`config.mk`:
```
export PLATFORM = sky130hd
export DESIGN_NAME = riscv_mem_arb
export DESIGN_NICKNAME = d
export VERILOG_FILES = /design/src/rtl/riscv_mem_arb.sv
export SDC_FILE = /design/constraint.sdc
export NUM_CORES = 1
export LEC_CHECK = 0
export CAP_MARGIN = 40
export CORE_AREA = 2 2 119 121
export CTS_BUF_LIST = sky130_fd_sc_hd__clkbuf_16
export DETAILED_ROUTE_END_ITERATION = 10
export DIE_AREA = 0 0 121 123
export SYNTH_ARGS = -nofsm -noshare
export SYNTH_HDL_FRONTEND = slang
export SYNTH_SLANG_ARGS = --single-unit
```
`constraint.sdc`:
```
create_clock -name clk -period 1.65 [get_ports clk]
set_input_delay 0.165 -clock clk [delete_from_list [all_inputs] [get_ports clk]]
set_output_delay 0.165 -clock clk [all_outputs]
set_load 0.02 [all_outputs]
```
`src/rtl/riscv_mem_arb.sv`:
```
// Shares one single-port synchronous RAM between instruction fetch and the data port.
// Data wins by default; a starvation counter hands fetch one slot after STARVE_LIMIT data wins.
module riscv_mem_arb #(
  parameter int ADDR_WIDTH   = 14,
  parameter int DATA_WIDTH   = 64,
  parameter int STARVE_LIMIT = 4,
  parameter int CNT_WIDTH    = $clog2(STARVE_LIMIT + 1)
) (
  input  logic                  clk,
  input  logic                  rst,
  input  logic                  sft_rst,
  input  logic                  i_req,
  input  logic [ADDR_WIDTH-1:0] i_addr,
  output logic                  i_gnt,
  output logic                  i_rvalid,
  input  logic                  d_req,
  input  logic                  d_we,
  input  logic [ADDR_WIDTH-1:0] d_addr,
  input  logic [DATA_WIDTH-1:0] d_wdata,
  output logic                  d_gnt,
  output logic                  d_rvalid,
  output logic [DATA_WIDTH-1:0] rdata,
  output logic                  ram_cs,
  output logic                  ram_we,
  output logic [ADDR_WIDTH-1:0] ram_addr,
  output logic [DATA_WIDTH-1:0] ram_wdata,
  input  logic [DATA_WIDTH-1:0] ram_rdata
);

  // Handshake: a requester holds req and its payload until it samples gnt high at a
  // rising edge; it may present a new request in the very next cycle.

  localparam logic [CNT_WIDTH-1:0] CNT_MAX = CNT_WIDTH'(STARVE_LIMIT);

  logic [CNT_WIDTH-1:0] starve_cnt_q, starve_cnt_d;
  logic                 i_rvalid_q, i_rvalid_d;
  logic                 d_rvalid_q, d_rvalid_d;
  logic                 starve;
  logic                 in_reset;

  always_comb begin
    in_reset  = rst | sft_rst;
    starve    = i_req & (starve_cnt_q == CNT_MAX);
    d_gnt     = d_req & ~starve & ~in_reset;
    i_gnt     = i_req & ~d_gnt & ~in_reset;
    ram_cs    = i_gnt | d_gnt;
    ram_we    = d_gnt & d_we;
    ram_addr  = d_gnt ? d_addr : (i_gnt ? i_addr : '0);
    ram_wdata = ram_cs ? d_wdata : '0;
  end

  always_comb begin
    starve_cnt_d = starve_cnt_q;
    i_rvalid_d   = i_gnt;
    d_rvalid_d   = d_gnt & ~d_we;
    if (sft_rst) begin
      starve_cnt_d = '0;
      i_rvalid_d   = 1'b0;
      d_rvalid_d   = 1'b0;
    end else if (i_gnt || !i_req) begin
      starve_cnt_d = '0;
    end else if (d_gnt && (starve_cnt_q != CNT_MAX)) begin
      starve_cnt_d = starve_cnt_q + CNT_WIDTH'(1);
    end
  end

  always_ff @(posedge clk or posedge rst) begin
    if (rst) begin
      starve_cnt_q <= '0;
      i_rvalid_q   <= 1'b0;
      d_rvalid_q   <= 1'b0;
    end else begin
      starve_cnt_q <= starve_cnt_d;
      i_rvalid_q   <= i_rvalid_d;
      d_rvalid_q   <= d_rvalid_d;
    end
  end

  // A response owed from the cycle before a soft reset is suppressed, not delivered late.
  assign i_rvalid = i_rvalid_q & ~sft_rst;
  assign d_rvalid = d_rvalid_q & ~sft_rst;
  assign rdata    = ram_rdata;

endmodule

```
=== Yosys cells after proc, flatten, opt, wreduce, memory -nomap -nowiden ===
Cells that the tools add are included.

* Input port bits: 162
* Flip-flop bits (word level): 5
* Output and inout bits: 148
* Logic and storage cells: 34

* Bitwise logic cells: 16
* Reductions and logical operators: 4
* $add $sub $neg: 1
* Eq/ne operators: 2
* Mux-type cells: 8

{| class="wikitable"
|+ Operator list
! operator !! number
|-
| 2-to-1 mux 64 bit || 1
|-
| 2-to-1 mux 14 bit || 2
|-
| AND 1 bit || 9
|-
| 2-to-1 mux 3 bit || 3
|-
| NOT 1 bit || 5
|-
| adder 3 x 1 -> 3 bit, second input constant || 1
|-
| equality test 3 bit, second input constant || 1
|-
| != test 3 bit, second input constant || 1
|-
| nonzero test 3 bit || 1
|-
| 2-to-1 mux 1 bit || 2
|-
| bitwise OR 1 bit || 2
|-
| logical AND 1 bit || 1
|-
| zero test 1 bit || 1
|-
| logical OR 1 bit || 1
|}

=== Depth between registers and ports, before layout ===
Gate-level depths: netlist of the first run.

* Depth after elaboration: 11
* Depth in mapped cells: 7
* Mapped depth without buffers: 5

=== Worst setup path after synthesis of the first run ===
No wires, ideal clock.

* Kind: register -> output
* Start: reg starve_cnt_q[0]
* End: out ram_addr[10]
* Data required time: 1.485 ns
* Cell stages (with the launch flop): 8
* Slack: -0.057 ns
* Buffers on the path: 2
* Data arrival time: 1.542 ns
* Cell sequence: dfrtp_1 > inv_1 > ha_1 > a21boi_2 > and3b_1 > clkbuf_1 > buf_2 > a22o_2

* Cells in the longest elaborated chain, start to end: 10

{| class="wikitable"
|+ Ends and longest elaborated chain
! item !! line !! RTL
|-
| start, declared || 35 || <nowiki>logic [CNT_WIDTH-1:0] starve_cnt_q, starve_cnt_d;</nowiki>
|-
| start signal, assigned || 73 || <nowiki>starve_cnt_q <= starve_cnt_d;</nowiki>
|-
| equality test 3 bit || 43 || <nowiki>starve = i_req & (starve_cnt_q == CNT_MAX);</nowiki>
|-
| AND 1 bit || 43 ||
|-
| NOT 1 bit || 44 || <nowiki>d_gnt = d_req & ~starve & ~in_reset;</nowiki>
|-
| AND 1 bit (2 in series) || 44 ||
|-
| NOT 1 bit || 45 || <nowiki>i_gnt = i_req & ~d_gnt & ~in_reset;</nowiki>
|-
| AND 1 bit (2 in series) || 45 ||
|-
| named net i_gnt || 14 || <nowiki>output logic i_gnt,</nowiki>
|-
| 2-to-1 mux 14 bit (2 in series) || 48 || <nowiki>ram_addr = d_gnt ? d_addr : (i_gnt ? i_addr : '0);</nowiki>
|-
| end, declared || 25 || <nowiki>output logic [ADDR_WIDTH-1:0] ram_addr,</nowiki>
|}

The timed path passes the listed nets, and every way through them passes these cells.

=== Final worst setup path of the first run ===
* Start: reg starve_cnt_q[1]
* End: out ram_addr[2]

* Cells in the longest elaborated chain, start to end: 10

{| class="wikitable"
|+ Ends and longest elaborated chain
! item !! line
|-
| equality test 3 bit (*) || 43
|-
| AND 1 bit (*) || 43
|-
| NOT 1 bit (*) || 44
|-
| AND 1 bit (*) (2 in series) || 44
|-
| NOT 1 bit || 45
|-
| AND 1 bit (2 in series) || 45
|-
| 2-to-1 mux 14 bit || 48
|-
| 2-to-1 mux 14 bit (*) || 48
|}

Every way passes the cells marked *; elsewhere a longest branch is shown, timed or not.

==> results_dict.tcl, run 1 <==
set metrics [dict create \
    status "finished, violations left" \
    violations "negative setup slack" \
    fin_cells 493 \
    synth_top_area_share_pct 34.3 \
    async_flop_share_pct 100 \
    syn_nets 350 \
    critPathRequiredTime_ns 1.48 \
    grt_max_degree 24 \
    routed_wl_um 7440 \
    post-place-cells 488 \
    rsz0062_at_grt "true" \
    final_area_mm2 0.00295 \
    p_seq_share_pct 11.2 \
    synthTopCellsByArea "buf_4, and2_1, a22o_2" \
    vias 1664 \
    dr.pass1.iters 4 \
    placement.cell_area_mm2 0.00307 \
    crit_fanout 17 \
    yosys-top-cells-count "and2_1, buf_4, a22o_2" \
    peakVddDrop_uv 198 \
    antenna_found_initial 0 \
    drtAntennaViolNets 0 \
    ctsHtreeMaxLevel 1 \
    cp-start-kind "flip-flop" \
    r2r_slack_ns 0.28 \
    via_per_inst 3.38 \
    synth_warnings 0 \
    critical_path_class "reg2out" \
    clockRootBuffer "clkbuf_16" \
    clk_pin_slew_ns 0.03 \
    max_slew_margin_pct 73.4 \
    cpLargestDelayFamily "flip-flops" \
    synth_seq_cells 5 \
    tightest_slew_ns 0.394 \
    cpPeakStageDelay_ns 0.38 \
    powerDensity_mw_per_mm2 381 \
    min_period_over_period_pct 109 \
    die_h_um 123 \
    slew_violations 0 \
    fin_worst_hold_slack_ns 0.0520 \
    drt-initial-drc-count 58 \
    cap_viol_max_count 0 \
    fin_skew_ns 0.000695 \
    postCtsHoldBufs 0 \
    crit_arrival_ns 1.63 \
    syn2layout_area_growth_pct 110 \
    pwr-share-clk_pct 35.2 \
    synth-edff-count 0 \
    synthCells 186 \
    overflow 0 \
    worstSkewPairLatency_ns 0.23 \
    critical_path.endpoint_type "output port" \
    rows 43 \
    clock_sinks 5 \
    swShare_pct 28.7 \
    crit_path_top_delay_cell "dfrtp_1" \
    grt_pass1_wl_um 10200 \
    io_buffers 181 \
    numCtsBuffers 3 \
    nNetsFinal 478 \
    drive_gt1_share_pct 41.2 \
    start_util_pct 10.3 \
    ios 310 \
    cp_num_buf_inv 3 \
    final-hold-violation-count 0 \
    setup_viol 16 \
    cts_tree "yes" \
    grt_pass1_vias 1792 \
    max_freq_mhz 557 \
    grt_use_total_pct 8.88 \
    routedWlPerCell_um 15.1 \
    period_needed_ns 1.80 \
    core_mm2 0.0136 \
    p_leak_uw 0.00138 \
    die_w_um 121 \
    p_int_uw 802 \
    cp_cell_sequence "inv_2 -> ha_4 -> and2_4 -> a21oi_4 -> buf_12 -> a22o_2 -> buf_4" \
    yosys.area.top_type "buf_4" \
    syn_avg_cell_area_um2 7.54 \
    dieArea_mm2 0.0149 \
    drc_errors 0 \
    synth_cell_types 25 \
    synthesis.area_mm2 0.00140 \
    ys.flop_type "dfrtp_1" \
    clock_path_buffers 2 \
    p_total_uw 1120 \
    switchingPower_uw 322 \
    hold_path.class "in2async" \
    diodes 0 \
    fin_ws_ns -0.145 \
    gp_congestion 0.720 \
    yosysSeqAreaShare_pct 8.92 \
    p_comb_share_pct 53.7 \
    hpwl_um 6250 \
]
-- power groups by stage --
stage	clock, µW	combinational, µW	sequential (µW)
2_1_floorplan	0	423	127
3_3_place_gp	0	626	127
3_5_place_dp	0	629	127
4_1_cts	402	607	126
5_1_grt	418	638	126
6_report	395	603	126
-- sequential cells by signal, summed over array words and instances (netlist names) --
signal / cells
starve_cnt_q: 3
d_rvalid_q: 1
i_rvalid_q: 1
-- routing by layer --
layer / GRT usage (%) / wire length (µm) / part of all wire, % / vias to the layer above
met5: 0 / 0 / 0 / -
met4: 3.27 / 153 / 2.1 / 0
met3: 4.47 / 927 / 12 / 19
met2: 12.0 / 3310 / 45 / 117
met1: 11.9 / 3050 / 41 / 746
li1: - / - / - / 782
-- worst paths after layout --
kind	to	start	cells after the start
worst max-delay path	ram_addr[2]	starve_cnt_q[1]$_DFFE_PP0P_	7
worst min-delay path	i_rvalid_q$_DFF_PP0_	rst	2
worst max register to register	starve_cnt_q[1]$_DFFE_PP0P_	starve_cnt_q[1]$_DFFE_PP0P_	5
worst min register to register	starve_cnt_q[2]$_DFFE_PP0P_	starve_cnt_q[2]$_DFFE_PP0P_	1
max in group asynchronous	starve_cnt_q[1]$_DFFE_PP0P_	rst	2
min in group clk	rdata[57]	ram_rdata[57]	0
-- repair_timing --
action                                  4_1_cts  5_1_grt
setup buffers                                 1        0
cloned                                        1        0
endpoints found under the setup margin       83       46
endpoints found under the hold margin         0        0
gates resized for setup                     341       21
pin swaps                                     3        2
-- stage by stage --
stage	setup slack, ns	setup TNS (ns)	utilization, %
detailed placement	-0.668	-45.19	22.6
CTS	-0.146	-1.88	22.0
floorplan	-0.00170	-0.0153	-
finish	-0.145	-1.86	21.7
global placement	-0.676	-44.00	22.6
global route	-0.205	-2.96	21.7
-- area by class of cell --
class                      count  area [µm²]
multi-input combinational    103         769
timing repair buffer         198        1740
tap                          180         225
fill                        1501       10700
inverter                       3        11.3
clock buffer                   3        75.1
clock inverter                 1        3.75
sequential                     5         125
-- cell families after synthesis --
family | share of synthesized area (%)
AOI/OAI and AO/OA | 15.3
adders and majority gates | 1.78
DFF | 8.92
buffers and inverters | 38.8
and+or+nand+nor | 35.2
-- cell usage in the layout (no fill, tap or decap), drive strengths merged --
cell            n
clkdlybuf4s50  95
buf            82
and2           66
a22o           14
clkbuf         13
clkdlybuf4s15   6
dfrtp           5
inv             4
nor2b           3
o21ai           3
dlygate4sd2     3
a21oi           3
or3b            2
and3b           2
ha              2
nor3b           1
nor2            1
a31oi           1
a21boi          1
a211oi          1
o21a            1
and2b           1
or3             1
bufbuf          1
dlymetal6s2s    1
Note: power is estimated with default switching activity, not from simulation.
==> run 2, diff against run 1 <==
==> constraint.sdc (replaced) <==
create_clock -name clk -period 1.65 [get_ports clk]
set_input_delay 0.165 -clock clk [delete_from_list [all_inputs] [get_ports clk]]
set_output_delay 0.165 -clock clk [all_outputs]
set_load 0.1 [all_outputs]
==> results_dict.tcl, run 2 (synthesis results as in run 1) <==
set metrics [dict create \
    start_util_pct 10.3 \
    final_cell_mix "clkdlybuf4s50_1, buf_12, and2_4, buf_4" \
    critical_path_class "reg2out" \
    hold_path.class "in2async" \
    rows 43 \
    final_area_mm2 0.00447 \
    grt_pass1_wl_um 10900 \
    max_freq_mhz 525 \
    top_regs "starve_cnt_q x3, d_rvalid_q x1, i_rvalid_q x1" \
    dieArea_mm2 0.0149 \
    final-hold-violation-count 0 \
    fin_worst_hold_slack_ns 0.103 \
    worstSkewPairLatency_ns 0.23 \
    violations "negative setup slack" \
    final_common_cell "clkdlybuf4s50_1" \
    timing.rr.end "starve_cnt_q[2]$_DFFE_PP0P_" \
    drtAntennaViolNets 0 \
    preCtsSetupSlack_ns -0.284 \
    fin_cells 509 \
    critPathRequiredTime_ns 1.48 \
    ctsHtreeMaxLevel 1 \
    grt_max_degree 26 \
    period_needed_ns 1.90 \
    switchingPower_uw 838 \
    cp-start-kind "flip-flop" \
    setup_viol 17 \
    status "finished, violations left" \
    critical_path.endpoint_type "output port" \
    numCtsBuffers 3 \
    clock_sinks 5 \
    routedWlPerCell_um 15.0 \
    peakVddDrop_uv 243 \
    reg2reg_depth 8 \
    via_per_inst 3.50 \
    r2r_slack_ns 0.05 \
    max_slew_margin_pct 72.4 \
    cp_cell_sequence "inv_2 -> ha_4 -> a21boi_2 -> and3b_2 -> buf_12 -> a22o_2 -> buf_12" \
    crit_arrival_ns 1.74 \
    p_seq_share_pct 6.5 \
    antenna_found_initial 0 \
    slew_violations 0 \
    drive_gt1_share_pct 62.6 \
    clockRootBuffer "clkbuf_16" \
    fin_skew_ns 0.000781 \
    drt-initial-drc-count 50 \
    min_period_over_period_pct 115 \
    grt_use_total_pct 9.49 \
    core_mm2 0.0136 \
    crit_fanout 15 \
    cap_viol_max_count 0 \
    ios 310 \
    diodes 0 \
    drc_errors 0 \
    placement.cell_area_mm2 0.00407 \
    swShare_pct 43.5 \
    rsz0062_at_grt "true" \
    top_register "starve_cnt_q" \
    cp_common_cell "buf_12" \
    vias 1780 \
    nNetsFinal 494 \
    io_buffers 181 \
    die_h_um 123 \
    gp_congestion 0.746 \
    powerDensity_mw_per_mm2 431 \
    cts_tree "yes" \
    clk_pin_slew_ns 0.03 \
    crit_path_top_delay_cell "dfrtp_1" \
    largest_reg_flops 3 \
    dr.pass1.iters 4 \
    grt_pass1_vias 1999 \
    pwr-share-clk_pct 20.2 \
    routed_wl_um 7640 \
    cpPeakStageDelay_ns 0.36 \
    finalSetupTns_ns -3.90 \
    clock_path_buffers 2 \
    p_int_uw 1090 \
    r2r_start "starve_cnt_q[1]$_DFFE_PP0P_" \
    p_comb_share_pct 73.2 \
    die_w_um 121 \
    tightest_slew_ns 0.410 \
    hpwl_um 6040 \
    fin_ws_ns -0.253 \
    p_leak_uw 0.00188 \
    syn2layout_area_growth_pct 219 \
    overflow 0 \
    post-place-cells 489 \
]
## run 2: per-layer routing
metal	up-vias	share of wire [%]	wire length, µm	GRT usage [%]
met2	164	50	3820	15.8
met1	789	35	2650	10.3
li1	816	-	-	-
met5	-	0	0	0
met4	0	1.4	107	2.33
met3	11	14	1070	5.54
## run 2: power groups by stage
stage / sequential [µW] / clock [µW] / combinational (µW)
final: 126 / 390 / 1410
after detailed placement: 127 / 0 / 1320
after global routing: 126 / 410 / 1460
after floorplan: 127 / 0 / 1420
after CTS: 126 / 399 / 1370
after global placement: 127 / 0 / 1310
## run 2: worst max-delay path: cells and delay by family, from the launching register on
| family | cells | cell delay, ns |
|---|---|---|
| AND/OR/NAND/NOR | 1 | 0.24 |
| flip-flops | 1 | 0.36 |
| buffers and inverters | 3 | 0.39 |
| adder cells (fa/ha/maj) | 1 | 0.16 |
| AO/OA/AOI/OAI | 2 | 0.36 |
## run 2: worst max path at each step
stage	startpoint	endpoint	slack [ns]	cells after the start
after floorplan	rst	ram_wdata[52]	-0.10	4
after CTS	starve_cnt_q[0]$_DFFE_PP0P_	ram_addr[13]	-0.24	7
final	starve_cnt_q[0]$_DFFE_PP0P_	ram_addr[0]	-0.25	7
after global routing	starve_cnt_q[0]$_DFFE_PP0P_	ram_addr[3]	-0.32	7
after global placement	sft_rst	ram_wdata[8]	-0.26	6
after detailed placement	rst	ram_wdata[22]	-0.28	6
## run 2: what timing repair did
action	4_1_cts	5_1_grt
resized for setup	19	43
gates cloned	4	2
pin swaps	1	3
buffers inserted	4	6
hold buffers	0	0
endpoints found under the setup margin	82	60
## run 2: layout make-up
type | count | area (µm²)
multi-input cells | 103 | 977
repair buffers | 214 | 3050
clock buffers | 3 | 75.1
well taps | 180 | 225
clock inverters | 1 | 3.75
inverters | 3 | 11.3
flip-flops and latches | 5 | 125
fillers | 1371 | 9140
## run 2: metrics by stage
| step | utilization (%) | total power [µW] |
|---|---|---|
| floorplan | - | 1550 |
| global placement | 29.9 | 1440 |
| detailed placement | 29.9 | 1450 |
| CTS | 31.7 | 1900 |
| global route | 32.8 | 1990 |
| finish | 32.8 | 1930 |
